[src/rtl/alu_exec.sv]
// Execute-stage ALU: single-cycle logic/arith ops, shifts either serial (one bit per cycle)
// or, with ALU_FAST_SHIFT_EN defined, single-cycle barrel shifts.
module alu_exec #(
    parameter int XLEN = 32
) (
    input  logic            clk_i,
    input  logic            rst_i,
    input  logic            valid_i,
    output logic            ready_o,
    input  logic [2:0]      ALUCtrl_i,
    input  logic [XLEN-1:0] data1_i,
    input  logic [XLEN-1:0] data2_i,
    output logic [XLEN-1:0] result_o,
    output logic            zero_o,
    output logic            valid_o
);

    localparam int SHW = $clog2(XLEN);

    typedef enum logic {IDLE, SHIFT} state_e;

    state_e          state_q, state_d;
    logic [SHW-1:0]  count_q, count_d;
    logic [XLEN-1:0] result_q, result_d;
    logic [XLEN-1:0] work_q, work_d;
    logic [2:0]      op_q, op_d;
    logic            zero_q, zero_d;
    logic            valid_q, valid_d;
    logic            accept, serial_start, last_step;
    logic [SHW-1:0]  shamt;

    function automatic logic [XLEN-1:0] alu_op(input logic [2:0] op,
                                               input logic [XLEN-1:0] a,
                                               input logic [XLEN-1:0] b);
`ifdef ALU_FAST_SHIFT_EN
        logic [SHW-1:0] sh;
        sh = b[SHW-1:0];
`endif
        case (op)
            3'b000:  alu_op = a & b;
            3'b001:  alu_op = a + b;
            3'b010:  alu_op = a - b;
            3'b011:  alu_op = a | b;
            3'b100:  alu_op = a ^ b;
`ifdef ALU_FAST_SHIFT_EN
            3'b101:  alu_op = a << sh;
            3'b110:  alu_op = a >> sh;
            default: alu_op = $signed(a) >>> sh;
`else
            // only zero-amount shifts take the single-cycle path here
            default: alu_op = a;
`endif
        endcase
    endfunction

    // SRA keeps replicating the MSB, which is the sign bit captured at accept
    function automatic logic [XLEN-1:0] shift1(input logic [2:0] op, input logic [XLEN-1:0] w);
        case (op)
            3'b101:  shift1 = {w[XLEN-2:0], 1'b0};
            3'b110:  shift1 = {1'b0, w[XLEN-1:1]};
            default: shift1 = {w[XLEN-1], w[XLEN-1:1]};
        endcase
    endfunction

    assign shamt     = data2_i[SHW-1:0];
    assign accept    = valid_i && (state_q == IDLE);
    assign last_step = (state_q == SHIFT) && (count_q == SHW'(1));
`ifdef ALU_FAST_SHIFT_EN
    assign serial_start = 1'b0;
`else
    assign serial_start = accept && ALUCtrl_i[2] && (ALUCtrl_i[1:0] != 2'b00) && (shamt != '0);
`endif

    always_ff @(posedge clk_i or negedge rst_i) begin
        if (!rst_i) begin
            state_q  <= IDLE;
            count_q  <= '0;
            result_q <= '0;
            zero_q   <= 1'b0;
            valid_q  <= 1'b0;
        end else begin
            state_q  <= state_d;
            count_q  <= count_d;
            result_q <= result_d;
            zero_q   <= zero_d;
            valid_q  <= valid_d;
        end
    end

    always_ff @(posedge clk_i) begin
        work_q <= work_d;
        op_q   <= op_d;
    end

    always_comb begin
        state_d = state_q;
        case (state_q)
            IDLE:    if (serial_start) state_d = SHIFT;
            SHIFT:   if (last_step) state_d = IDLE;
            default: state_d = IDLE;
        endcase
    end

    always_comb begin
        result_d = result_q;
        valid_d  = 1'b0;
        count_d  = count_q;
        work_d   = work_q;
        op_d     = op_q;
        if (state_q == SHIFT) begin
            work_d  = shift1(op_q, work_q);
            count_d = count_q - SHW'(1);
            if (last_step) begin
                result_d = work_d;
                valid_d  = 1'b1;
            end
        end else if (accept) begin
            if (serial_start) begin
                work_d  = data1_i;
                count_d = shamt;
                op_d    = ALUCtrl_i;
            end else begin
                result_d = alu_op(ALUCtrl_i, data1_i, data2_i);
                valid_d  = 1'b1;
            end
        end
        zero_d = (result_d == '0);
    end

    always_comb begin
        ready_o  = (state_q == IDLE);
        result_o = result_q;
        zero_o   = zero_q;
        valid_o  = valid_q;
    end

endmodule
[config.mk]
export PLATFORM = sky130hd
export DESIGN_NAME = alu_exec
export DESIGN_NICKNAME = d
export VERILOG_FILES = /design/src/rtl/alu_exec.sv
export SDC_FILE = /design/constraint.sdc
export NUM_CORES = 1
export LEC_CHECK = 0
export ABC_AREA = 0
export BUFFER_PORTS_ARGS = -buffer_cell sky130_fd_sc_hd__clkbuf_2
export CAP_MARGIN = 20
export CORE_MARGIN = 8
export CORE_UTILIZATION = 40
export CTS_CLUSTER_SIZE = 14
export DETAILED_ROUTE_END_ITERATION = 6
export SETUP_SLACK_MARGIN = 0.4
export SLEW_MARGIN = 10
export SYNTH_ARGS = -nofsm -noshare
export SYNTH_HDL_FRONTEND = slang
export SYNTH_SLANG_ARGS = --single-unit
[constraint.sdc]
create_clock -name clk_i -period 3.3 [get_ports clk_i]
set_clock_uncertainty 0.05 [all_clocks]
set_input_delay 0.66 -clock clk_i [delete_from_list [all_inputs] [get_ports clk_i]]
set_output_delay 0.66 -clock clk_i [all_outputs]
set_load 0.02 [all_outputs]
* Word level (Yosys, flattened, before mapping) *
Cells that the tools add are included.

operators by class
  bitwise logic cells = 4
  reductions and logical operators = 13
  eq/ne operators = 7
  muxes and demuxes = 19
  add/subtract/negate cells = 3

operators with widths
  kind                                                                   number
  32-bit 2-to-1 mux                                                      7
  32-bit one-hot mux with 5 select lines                                 1
  32-bit one-hot mux with 2 select lines                                 1
  32-bit adder                                                           1
  32-bit AND                                                             1
  32-bit logical NOT                                                     1
  32-bit OR                                                              1
  32-bit subtractor                                                      1
  32-bit bitwise XOR                                                     1
  5-bit 2-to-1 mux                                                       3
  3-bit equality test, second input constant                             3
  3-bit by 2-bit equality test with 1-bit output, second input constant  2
  1-bit 2-to-1 mux                                                       6
  2-bit nonzero test                                                     3
  5-bit by 1-bit equality test with 1-bit output, second input constant  1
  1-bit logical AND                                                      5
  5-bit nonzero test                                                     1
  5-bit by 1-bit subtractor with 5-bit output, second input constant     1
  3-bit by 1-bit equality test with 1-bit output, second input constant  1
  3-bit logical NOT                                                      1
  3-bit AND reduction                                                    1
  1-bit one-hot mux with 2 select lines                                  1
  2-bit AND reduction                                                    1
  1-bit NOT                                                              1

storage, ports and cells
  output and inout bits = 35
  input bits = 70
  register bits after elaboration = 75
  word-level logic and storage cells = 53

* Logic depth before layout (Yosys ltp) *
Gate-level depths: netlist of run 1.

  word-level depth = 9
  gate-level depth with buffers = 20
  mapped depth without buffers = 20

* Worst setup path before layout of run 1 *
Ideal clock, no wire load.

  kind = input to register
  start = in ALUCtrl_i[1]
  end = reg zero_q (netlist: zero_o)
  buffers on the path = 5
  data required time = 3156 ps
  library setup time = 94 ps
  stages = 18
  arrival time = 4924 ps
  setup slack = -1768 ps
  cell sequence = clkbuf_1 > clkbuf_1 > clkbuf_1 > clkbuf_1 > nand2_1 > clkbuf_1 > a21o_1 > fa_1 > nand2b_1 > a211o_1 > a2111o_1 > o211ai_1 > a31oi_1 > o21ai_0 > mux2i_1 > a2111oi_0 > nand4b_1 > nor4b_4

between the ends
  word-level cells in the longest chain between the ends = 7
  elaborated cells between the ends (all ways) = 13
  those cells by class = eq/ne (4); mux (4); reduce/logical (5)

ends and longest elaborated chain
  element                                                                         line  text
  from (decl)                                                                     10    input logic [2:0] ALUCtrl_i,
  branches (longest 3 deep; another with 32-bit one-hot mux with 5 select lines)  -
  32-bit 2-to-1 mux (*)                                                           118   if (serial_start) begin
  32-bit 2-to-1 mux (*)                                                           117   end else if (accept) begin
  32-bit 2-to-1 mux (*)                                                           110   if (state_q == SHIFT) begin
  32-bit logical NOT (*)                                                          127   zero_d = (result_d == '0);
  via zero_d                                                                      27    logic zero_q, zero_d;
  to (signal assigned)                                                            85    zero_q <= zero_d;
  to (decl)                                                                       27

Mark *: on every way through the listed nets, which the timed path passes.
A chain may end at the register's enable or synchronous reset.

* Worst setup path in the final report of run 1 *
  start = in data2_i[8]
  end = reg zero_q (netlist: zero_o)

between the ends
  word-level cells in the longest chain between the ends = 6
  elaborated cells between the ends (all ways) = 10
  those cells by class = add/sub (2); mux (4); bitwise (3); reduce/logical (1)

ends and longest elaborated chain
  element                                                   line    text
  from (decl)                                               12      input logic [XLEN-1:0] data2_i,
  32-bit subtractor / 32-bit adder (equally long branches)  42, 41
  32-bit one-hot mux with 5 select lines (*)                39      case (op)
  32-bit 2-to-1 mux (*)                                     118
  32-bit 2-to-1 mux (*)                                     117
  32-bit 2-to-1 mux (*)                                     110
  via result_d[22]                                          24      logic [XLEN-1:0] result_q, result_d;
  32-bit logical NOT (*)                                    127
  via zero_d                                                27

The timed path passes the listed nets; every way through them passes the cells marked *.

==> metrics.md, run 1 <==
| Metric | Value |
|---|---|
| Register bit total from synthesis | `75` |
| YS warnings | `0` |
| Total Wirelength | `35.9 mm` |
| Root Buffer | `clkbuf_16` |
| Unrepaired setup endpoints after global routing | `true` |
| Synth Cell Area | `8600 um2` |
| Largest net degree at the start of global routing | `47` |
| CTS hold repair buffers | `0` |
| Critical path class | `in -> reg` |
| Fill count | `1859` |
| Number of diodes | `0` |
| Area added between synthesis and finish | `51.0%` |
| Number of synthesized flops with an enable pin | `35` |
| Crit start category | `input pin` |
| Max-slew violations | `0` |
| Critical path required time | `3.49 ns` |
| Reg2Reg Depth | `14` |
| Worst R2R Start | `count_q[1]` |
| Max Clock Freq | `0.214 GHz` |
| Slowest-stage cell, CP | `or4_4` |
| CTS clk-pin slew, worst paths | `0.06 ns` |
| R2r setup slk | `-0.37 ns` |
| Global placer's final weighted congestion | `0.991` |
| RR Endpoint | `zero_o` |
| Static leakage | `6.16 nW` |
| Die boundary width | `163 um` |
| Gr ovfl total | `0` |
| Mapped Nets | `1282` |
| Critical path cell sequence | `buf_6, or4_4, or3_4, nor2_4, buf_4, a21oi_2, xnor2_1, ha_1, buf_6, nand2_1, nor2_1, a21oi_2, buf_4, o211ai_1, nor3_1, a211oi_1, buf_4, a211o_1, nor4_2, buf_4, nand4b_1, nor4b_4` |
| Dpl cells | `1729` |
| Final worst setup slack | `-1.37 ns` |
| Register area share after synthesis | `23.9%` |
| Vias per cell | `5.64` |
| Worst skew pair latency | `0.33 ns` |
| Dominant synthesized flop cell | `dfrtp_1` |
| Max clock buf depth | `2` |
| Final core utilization | `61.6%` |
| Setup Viol. Count Final | `20` |
| DP Worst Slack | `-1.92 ns` |
| Synth unique cells | `79` |
| Final Cell Area | `13000 um2` |
| CP dominant cell by count | `buf_4` |
| 1st-pass router iterations | `5` |
| Worst path max stage delay | `0.55 ns` |
| PwrDens | `598 nW/um2` |
| Total Routing Usage GR | `26.3%` |
| Total power draw | `7.76 mW` |
| Dpl hpwl | `29.2 mm` |
| Vias in the first global route | `9512` |
| Initial antenna violation count | `1` |
| Layout cells sized above 1 | `38.9%` |
| Failing checks | `negative setup slack` |
| DRT antenna net count | `0` |
| Global-route wire length before repair | `54.8 mm` |
| Outcome | `complete, but fails checks` |
| Worst min-delay path category | `in -> async` |
| CP max FO | `5` |
| Placed cell area | `11800 um2` |
| Initial Util | `40.8%` |
| Share of flip-flops with an asynchronous set or reset | `53.3%` |
| Minimum clock period | `4.67 ns` |
| Fin. Hold Viols | `0` |
| DIE HEIGHT | `163 um` |
| Detailed Route Iter0 Violations | `1081` |
| Site Rows | `53` |
| Clock sinks | `75` |
| DRC | `0` |
| Ports | `105` |
| Core area | `21100 um2` |
| # nets final | `1661` |
| IO Port Bufs | `104` |
| Mean Syn Cell Area | `7.73 um2` |
| Hold WS | `0.350 ns` |
| Htree depth | `3` |
| Synth Instances | `1112` |
| Final period util | `142%` |
| Non-Filler Instances | `1771` |
| Worst-margin pin slew | `0.778 ns` |
| Via Count | `9991` |
| Setup crit end kind | `flop` |
| Slew headroom | `48.2%` |
| Num CTS Buffers | `9` |
| TNS Setup | `-12.10 ns` |
| Drt wl/cell | `20.3 um` |
| Peak VDD IR | `0.332 mV` |
| Worst EP arrival | `4.86 ns` |
| CTS tree | `built` |
| Die footprint | `26400 um2` |
| # Max-Cap Violations | `0` |
-- critical path: cells and delay by family --
family                     cells  cell delay, ns
AOI/OAI and AO/OA              5            0.80
xor gates and xnor gates       1            0.12
adders and majority gates      1            0.31
buffers and inverters          6            0.85
and+or+nand+nor                9            2.12
-- Yosys cell counts (8+ instances only) --
master      n  area share [%]
o21ai_0   135             7.9
inv_1      81             3.5
nand4_1     8            0.58
a21oi_1    97             5.6
nand2b_1    8            0.58
nor2b_1    13            0.95
nand3_1    21             1.2
a31oi_1    25             1.8
xnor2_1    39             4.0
dfrtp_1    40              12
nand2_1    97             4.2
nor3_1     19             1.1
ha_1       99              14
mux2i_1    32             3.7
a21o_1     13             1.1
edfxtp_1   35              12
a211oi_1   14             1.2
o211ai_1   10            0.87
nor2_1    106             4.6
clkbuf_1   50             2.2
a221oi_1   16             1.6
-- power by group --
part | internal, mW | switching [mW] | leakage (nW)
sequential | 1.56 | 0.360 | 0.832
clock | 0.667 | 0.402 | 0.156
combinational | 2.09 | 2.67 | 5.17
total | 4.32 | 3.43 | 6.16
-- metal layers --
| metal | GRT usage (%) | wire (um) |
|---|---|---|
| met1 | 40.3 | 17000 |
| met5 | 0 | 16 |
| met2 | 37.8 | 15200 |
| met3 | 3.69 | 3130 |
| met4 | 6.26 | 633 |
-- how the worst max path moves through the flow --
stage / depth (start not counted) / start / to / slack, ns
detailed placement: 19 / data2_i[8] / zero_o / -1.92
floorplan: 16 / data2_i[14] / zero_o / -1.25
global placement: 16 / data2_i[8] / zero_o / -1.84
CTS: 19 / data2_i[8] / zero_o / -1.36
finish: 22 / data2_i[8] / zero_o / -1.37
global route: 18 / data2_i[8] / zero_o / -1.52
-- cell usage in the layout (no fill, tap or decap), types with 15 or more instances in the layout --
master | synthesis | final
nor2_1 | 106 | 95
a31oi_1 | 25 | 21
ha_1 | 99 | 94
nand2_1 | 97 | 88
a21oi_1 | 97 | 83
buf_6 | 2 | 27
dfrtp_1 | 40 | 39
nand3_1 | 21 | 18
clkbuf_2 | 0 | 100
nor3_1 | 19 | 16
mux2i_1 | 32 | 31
a221oi_1 | 16 | 15
edfxtp_1 | 35 | 35
buf_4 | 3 | 301
o21ai_0 | 135 | 113
inv_1 | 81 | 79
xnor2_1 | 39 | 32
-- cells by family (layout without fill, tap and decap cells) --
| family | after synthesis | in the layout | share of synthesized area [%] |
|---|---|---|---|
| adder cells (fa/ha/maj) | 100 | 100 | 14.6 |
| XOR/XNOR | 46 | 46 | 4.77 |
| buffers and inverters | 150 | 534 | 6.94 |
| AO/OA/AOI/OAI | 385 | 385 | 27.8 |
| flip-flops | 75 | 75 | 23.9 |
| multiplexers | 33 | 33 | 3.86 |
| AND/OR/NAND/NOR | 323 | 323 | 18.1 |
-- layout make-up --
type | instances | area, um2 | area share (%)
Clock buffer | 9 | 225 | 1.73
Clock inverter | 7 | 98.8 | 0.761
Inverter | 82 | 313 | 2.41
Multi-Input combinational cell | 887 | 6730 | 51.8
Sequential cell | 75 | 2060 | 15.8
Tap cell | 275 | 344 | 2.65
Timing Repair Buffer | 436 | 3220 | 24.8
-- what timing repair did --
action / 4_1_cts / 5_1_grt
pin swaps: 37 / 43
buffers inserted: 16 / 10
resized for setup: 91 / 57
endpoints found under the setup margin: 26 / 27
gates cloned: 0 / 0
-- flip-flops by register name (all words and copies together) (netlist names) --
register / cells
valid_o: 1
work_q: 32
zero_o: 1
count_q: 5
result_o: 32
state_q: 1
op_q: 3
Power figures use the tool's default switching activity.
==> inputs of run 2 (changes only) <==
MAX_ROUTING_LAYER = met4   (was unset)
==> run 2 against run 1 <==
The run still ends with negative setup slack left. Sequential share of layout area is 0.084 points higher. Design area fell by 0.53%. Total power down 1.1%. Via count up 1.4%. Hold slack worse by 0.019 ns. Clock-buffer cell count is 1 higher. Wire length rose by 3.2%. First-iteration DRC count is 12% lower. Fmax fell by 1.2%. Utilization decreased by 0.33 points. Clock power about the same. Die area stayed put. Critical endpoint unchanged. Largest power group unchanged.
==> metrics.md, run 2 (synthesized netlist as in run 1, its figures left out) <==
| Metric | Value |
|---|---|
| # nets final | `1665` |
| Site Rows | `53` |
| 1st-pass router iterations | `5` |
| Max clock buf depth | `2` |
| Dpl hpwl | `30.2 mm` |
| Critical path class | `in -> reg` |
| PwrDens | `594 nW/um2` |
| DRT antenna net count | `0` |
| Peak VDD IR | `0.345 mV` |
| Root Buffer | `clkbuf_16` |
| Fin. Hold Viols | `0` |
| Max Clock Freq | `0.211 GHz` |
| Worst R2R Start | `count_q[1]` |
| Worst EP arrival | `4.92 ns` |
| Die boundary width | `163 um` |
| Clock sinks | `75` |
| Num CTS Buffers | `9` |
| Area added between synthesis and finish | `50.2%` |
| Die footprint | `26400 um2` |
| Most common cell after layout, fill and taps aside | `buf_4` |
| # Max-Cap Violations | `0` |
| Final worst setup slack | `-1.43 ns` |
| IO Port Bufs | `104` |
| DP Worst Slack | `-1.90 ns` |
| Setup crit end kind | `flop` |
| Layout cells sized above 1 | `39.0%` |
| Largest net degree at the start of global routing | `60` |
| Detailed Route Iter0 Violations | `952` |
| Hold WS | `0.331 ns` |
| CTS clk-pin slew, worst paths | `0.06 ns` |
| Gr ovfl total | `0` |
| Core area | `21100 um2` |
| Worst skew pair latency | `0.34 ns` |
| Drt wl/cell | `20.8 um` |
| Crit start category | `input pin` |
| Vias in the first global route | `9689` |
| Vias per cell | `5.70` |
| Via Count | `10100` |
| Total Wirelength | `37.1 mm` |
| CTS hold repair buffers | `0` |
| Max-slew violations | `0` |
| Initial antenna violation count | `2` |
| Most frequent cells in the layout | `buf_4, o21ai_0, clkbuf_2, nor2_1, ha_1` |
| Static leakage | `6.14 nW` |
| Worst-margin pin slew | `0.763 ns` |
| Final period util | `143%` |
| Crit path launch | `data2_i[8]` |
| Critical path required time | `3.50 ns` |
| Final Cell Area | `12900 um2` |
| Placed cell area | `11800 um2` |
| CP max FO | `4` |
| Slew headroom | `49.1%` |
| Worst min-delay path category | `in -> async` |
| Ports | `105` |
| Unrepaired setup endpoints after global routing | `true` |
| Htree depth | `3` |
| CTS tree | `built` |
| Failing checks | `negative setup slack` |
| Outcome | `complete, but fails checks` |
| Minimum clock period | `4.73 ns` |
| Global-route wire length before repair | `56.8 mm` |
| Global placer's final weighted congestion | `0.972` |
| Total Routing Usage GR | `28.4%` |
| DRC | `0` |
| Setup Viol. Count Final | `19` |
| DIE HEIGHT | `163 um` |
| Initial Util | `40.8%` |
==> run 2: power breakdown <==
| part | switching [mW] | internal, mW |
|---|---|---|
| Sequential | 0.358 | 1.56 |
| Combinational | 2.66 | 2.03 |
| Clock | 0.402 | 0.665 |
| Total | 3.42 | 4.26 |
==> run 2: timing repair <==
action,in CTS,in global routing
resized for setup,98,38
hold endpoints to repair,0,0
setup buffers,16,4
pin swaps,32,25
endpoints found under the setup margin,27,26
==> run 2: area by class of cell <==
class / instances / area [um2]
multi-input cells: 887 / 6680
diodes: 2 / 5.00
well taps: 275 / 344
repair buffers: 440 / 3200
clock inverters: 6 / 90.1
inverters: 82 / 310
fillers: 1938 / 8170
flip-flops and latches: 75 / 2060
clock buffers: 10 / 229
==> run 2: worst max-delay path: stages <==
cell,delay (ns)
buf_6,0.09
or4_4,0.56
or3_4,0.39
nor2_4,0.16
a31oi_2,0.11
xnor2_1,0.14
ha_1,0.35
a21oi_2,0.20
o21ai_4,0.09
a21oi_4,0.23
buf_4,0.17
a31oi_4,0.09
buf_4,0.14
buf_4,0.13
a221oi_2,0.23
xor2_1,0.17
buf_4,0.16
o21ai_1,0.12
nor4_1,0.26
nand4b_1,0.22
nor4b_4,0.25
==> run 2: metal layers <==
layer | vias to the layer above | share of wire (%) | GRT usage (%)
li1 | 4810 | - | -
met1 | 4777 | 47 | 41.0
met2 | 494 | 42 | 40.0
met3 | 46 | 9.5 | 4.88
met4 | 0 | 2.0 | 7.21
met5 | - | 0 | -
==> run 2: final timing paths <==
| kind | to | slack (ns) | depth (start not counted) |
|---|---|---|---|
| max reg2reg | zero_o | -0.28 | 13 |
| max | zero_o | -1.43 | 21 |
| min reg2reg | result_o[2] | 0.51 | 1 |
| min | result_o[1] | 0.33 | 1 |
| min in group clk_i | result_o[2] | 0.51 | 1 |
| max in group asynchronous | zero_o | 2.13 | 2 |
==> run 2: metrics by stage <==
step	power [mW]	std cells	utilization, %	setup TNS [ns]
finish	7.68	1777	61.2	-10.69
CTS	7.50	1771	60.3	-9.97
floorplan	4.22	1112	-	-8.16
global placement	6.17	1739	56.1	-19.91
detailed placement	6.21	1739	56.1	-19.89
global route	8.12	1777	61.2	-13.20
==> inputs of run 3 (changes only) <==
clock period = 4.35 ns   (was 3.3 ns; I/O delays follow)
==> run 3 against run 2 <==
The flow still finishes with violations (negative setup slack). Design area is 9.8% lower. Register-to-register slack better by 1.1 ns. Combinational power is 35% lower. Critical endpoint unchanged. Hold slack better by 0.17 ns. Sequential share of layout area is 1.7 points higher.
==> metrics.md, run 3 (synthesized netlist as in run 1, its figures left out) <==
| Metric | Value |
|---|---|
| Outcome | `complete, but fails checks` |
| Failing checks | `negative setup slack` |
| CTS tree | `built` |
| Ports | `105` |
| Minimum clock period | `4.83 ns` |
| Site Rows | `53` |
| FF+latch area | `2060 um2` |
| Num CTS Buffers | `9` |
| Unrepaired setup endpoints after global routing | `true` |
| Worst skew pair latency | `0.34 ns` |
| DP Worst Slack | `-1.06 ns` |
| Htree depth | `3` |
| DRC | `0` |
| Critical path class | `in -> reg` |
| Static leakage | `5.48 nW` |
| Critical path required time | `4.55 ns` |
| Clock power share | `15.9%` |
| Global placer's final weighted congestion | `0.994` |
| Sequential power share | `27.7%` |
| Via Count | `9379` |
| RR Endpoint | `zero_o` |
| Total Routing Usage GR | `25.7%` |
| PwrDens | `468 nW/um2` |
| Final period util | `111%` |
| # nets final | `1548` |
| Cell-internal power | `3.02 mW` |
| Setup Viol. Count Final | `4` |
| Final worst setup slack | `-0.482 ns` |
| Layout cells sized above 1 | `30.0%` |
| Worst min-delay path category | `reg -> reg` |
| Peak VDD IR | `0.233 mV` |
| DRT antenna net count | `0` |
| CTS hold repair buffers | `0` |
| Hold WS | `0.499 ns` |
| CTS clk-pin slew, worst paths | `0.06 ns` |
| Vias per cell | `5.65` |
| Hold endpoint | `count_q[0]` |
| Initial antenna violation count | `3` |
| Comb pwr share | `56.4%` |
| Area added between synthesis and finish | `35.4%` |
| TNS Setup | `-0.852 ns` |
| Reg2Reg Depth | `13` |
| Slew headroom | `48.0%` |
| Vias in the first global route | `8812` |
| DIE HEIGHT | `163 um` |
| Detailed Route Iter0 Violations | `912` |
| Die footprint | `26400 um2` |
| IO Port Bufs | `104` |
| Fin. Hold Viols | `0` |
| Max Clock Freq | `0.207 GHz` |
| Switching power of the nets | `2.42 mW` |
| Sw Share | `44.4%` |
| Fill count | `2010` |
| Most frequent cells in the layout | `buf_4, o21ai_0, clkbuf_2, nor2_1, ha_1` |
| Setup crit end kind | `flop` |
| Largest net degree at the start of global routing | `50` |
| Dpl hpwl | `26.9 mm` |
| Gr ovfl total | `0` |
| # Max-Cap Violations | `0` |
| Clock sinks | `75` |
| Worst EP arrival | `5.04 ns` |
| Max-slew violations | `0` |
| Non-Filler Instances | `1661` |
| 1st-pass router iterations | `5` |
| Global-route wire length before repair | `51.2 mm` |
| Worst-margin pin slew | `0.775 ns` |
| Die boundary width | `163 um` |
| Worst hold start | `count_q[0]` |
| Dpl cells | `1627` |
| Root Buffer | `clkbuf_16` |
| Crit start category | `input pin` |
| Worst R2R Start | `count_q[1]` |
| Multi-input logic area | `6340 um2` |
| Most common cell after layout, fill and taps aside | `buf_4` |
| Max clock buf depth | `2` |
| CP max FO | `4` |
| Worst hold path stage count | `1` |
| Total Wirelength | `33.8 mm` |
| R2r setup slk | `0.77 ns` |
| Drt wl/cell | `20.3 um` |
| Initial Util | `40.8%` |
| Core area | `21100 um2` |
run 3: layout make-up:
class	count	share of cell area, %
multi-input combinational	887	54.5
clock inverter	6	0.989
antenna	3	0.0645
clock buffer	10	1.97
timing repair buffer	323	19.2
sequential	75	17.7
inverter	82	2.64
tap	275	2.96
run 3: worst max path at each step:
| stage | from | endpoint | slack (ns) | cells past startpoint |
|---|---|---|---|---|
| floorplan | data2_i[8] | zero_o | -0.42 | 17 |
| global placement | data2_i[8] | zero_o | -0.93 | 18 |
| detailed placement | data2_i[8] | zero_o | -1.06 | 18 |
| CTS | data2_i[8] | zero_o | -0.44 | 17 |
| global route | data2_i[8] | zero_o | -0.66 | 18 |
| finish | data2_i[8] | zero_o | -0.48 | 18 |
run 3: power by group through the flow:
stage	clock network (mW)	registers (mW)	logic (mW)
2_1_floorplan	0	1.55	1.61
3_3_place_gp	0	1.51	2.82
3_5_place_dp	0	1.52	2.85
4_1_cts	0.872	1.50	2.97
5_1_grt	0.898	1.55	3.34
6_report	0.868	1.51	3.07
run 3: repair_timing:
action,in CTS,in global routing
pin swaps,24,28
buffers inserted,7,8
gates resized for setup,40,32
endpoints found under the setup margin,13,15
run 3: metal layers:
metal	share of wire, %	GRT usage [%]	up-vias
met5	0	-	-
met4	1.7	6.63	0
met3	9.0	5.59	41
met2	42	36.0	375
met1	47	36.5	4376
li1	-	-	4587
run 3: worst max-delay path: stages:
cell	delay (ns)
buf_6	0.09
or4_4	0.56
or3_4	0.40
nor2_4	0.13
a21oi_2	0.07
xnor2_1	0.16
ha_1	0.34
and4_4	0.26
nand4_1	0.13
a21o_1	0.22
a31oi_4	0.20
xnor2_1	0.17
o21ai_1	0.11
or4b_1	0.55
nor4_2	0.26
buf_4	0.15
nand4b_1	0.13
nor4b_4	0.22
run 3: metrics by stage:
| stage | instance area [um2] | power [mW] | util (%) |
|---|---|---|---|
| finish | 11600 | 5.44 | 55.2 |
| floorplan | 8720 | 3.16 | - |
| detailed placement | 10900 | 4.36 | 51.5 |
| global placement | 10900 | 4.33 | 51.5 |
| global route | 11600 | 5.78 | 55.2 |
| CTS | 11400 | 5.34 | 54.2 |
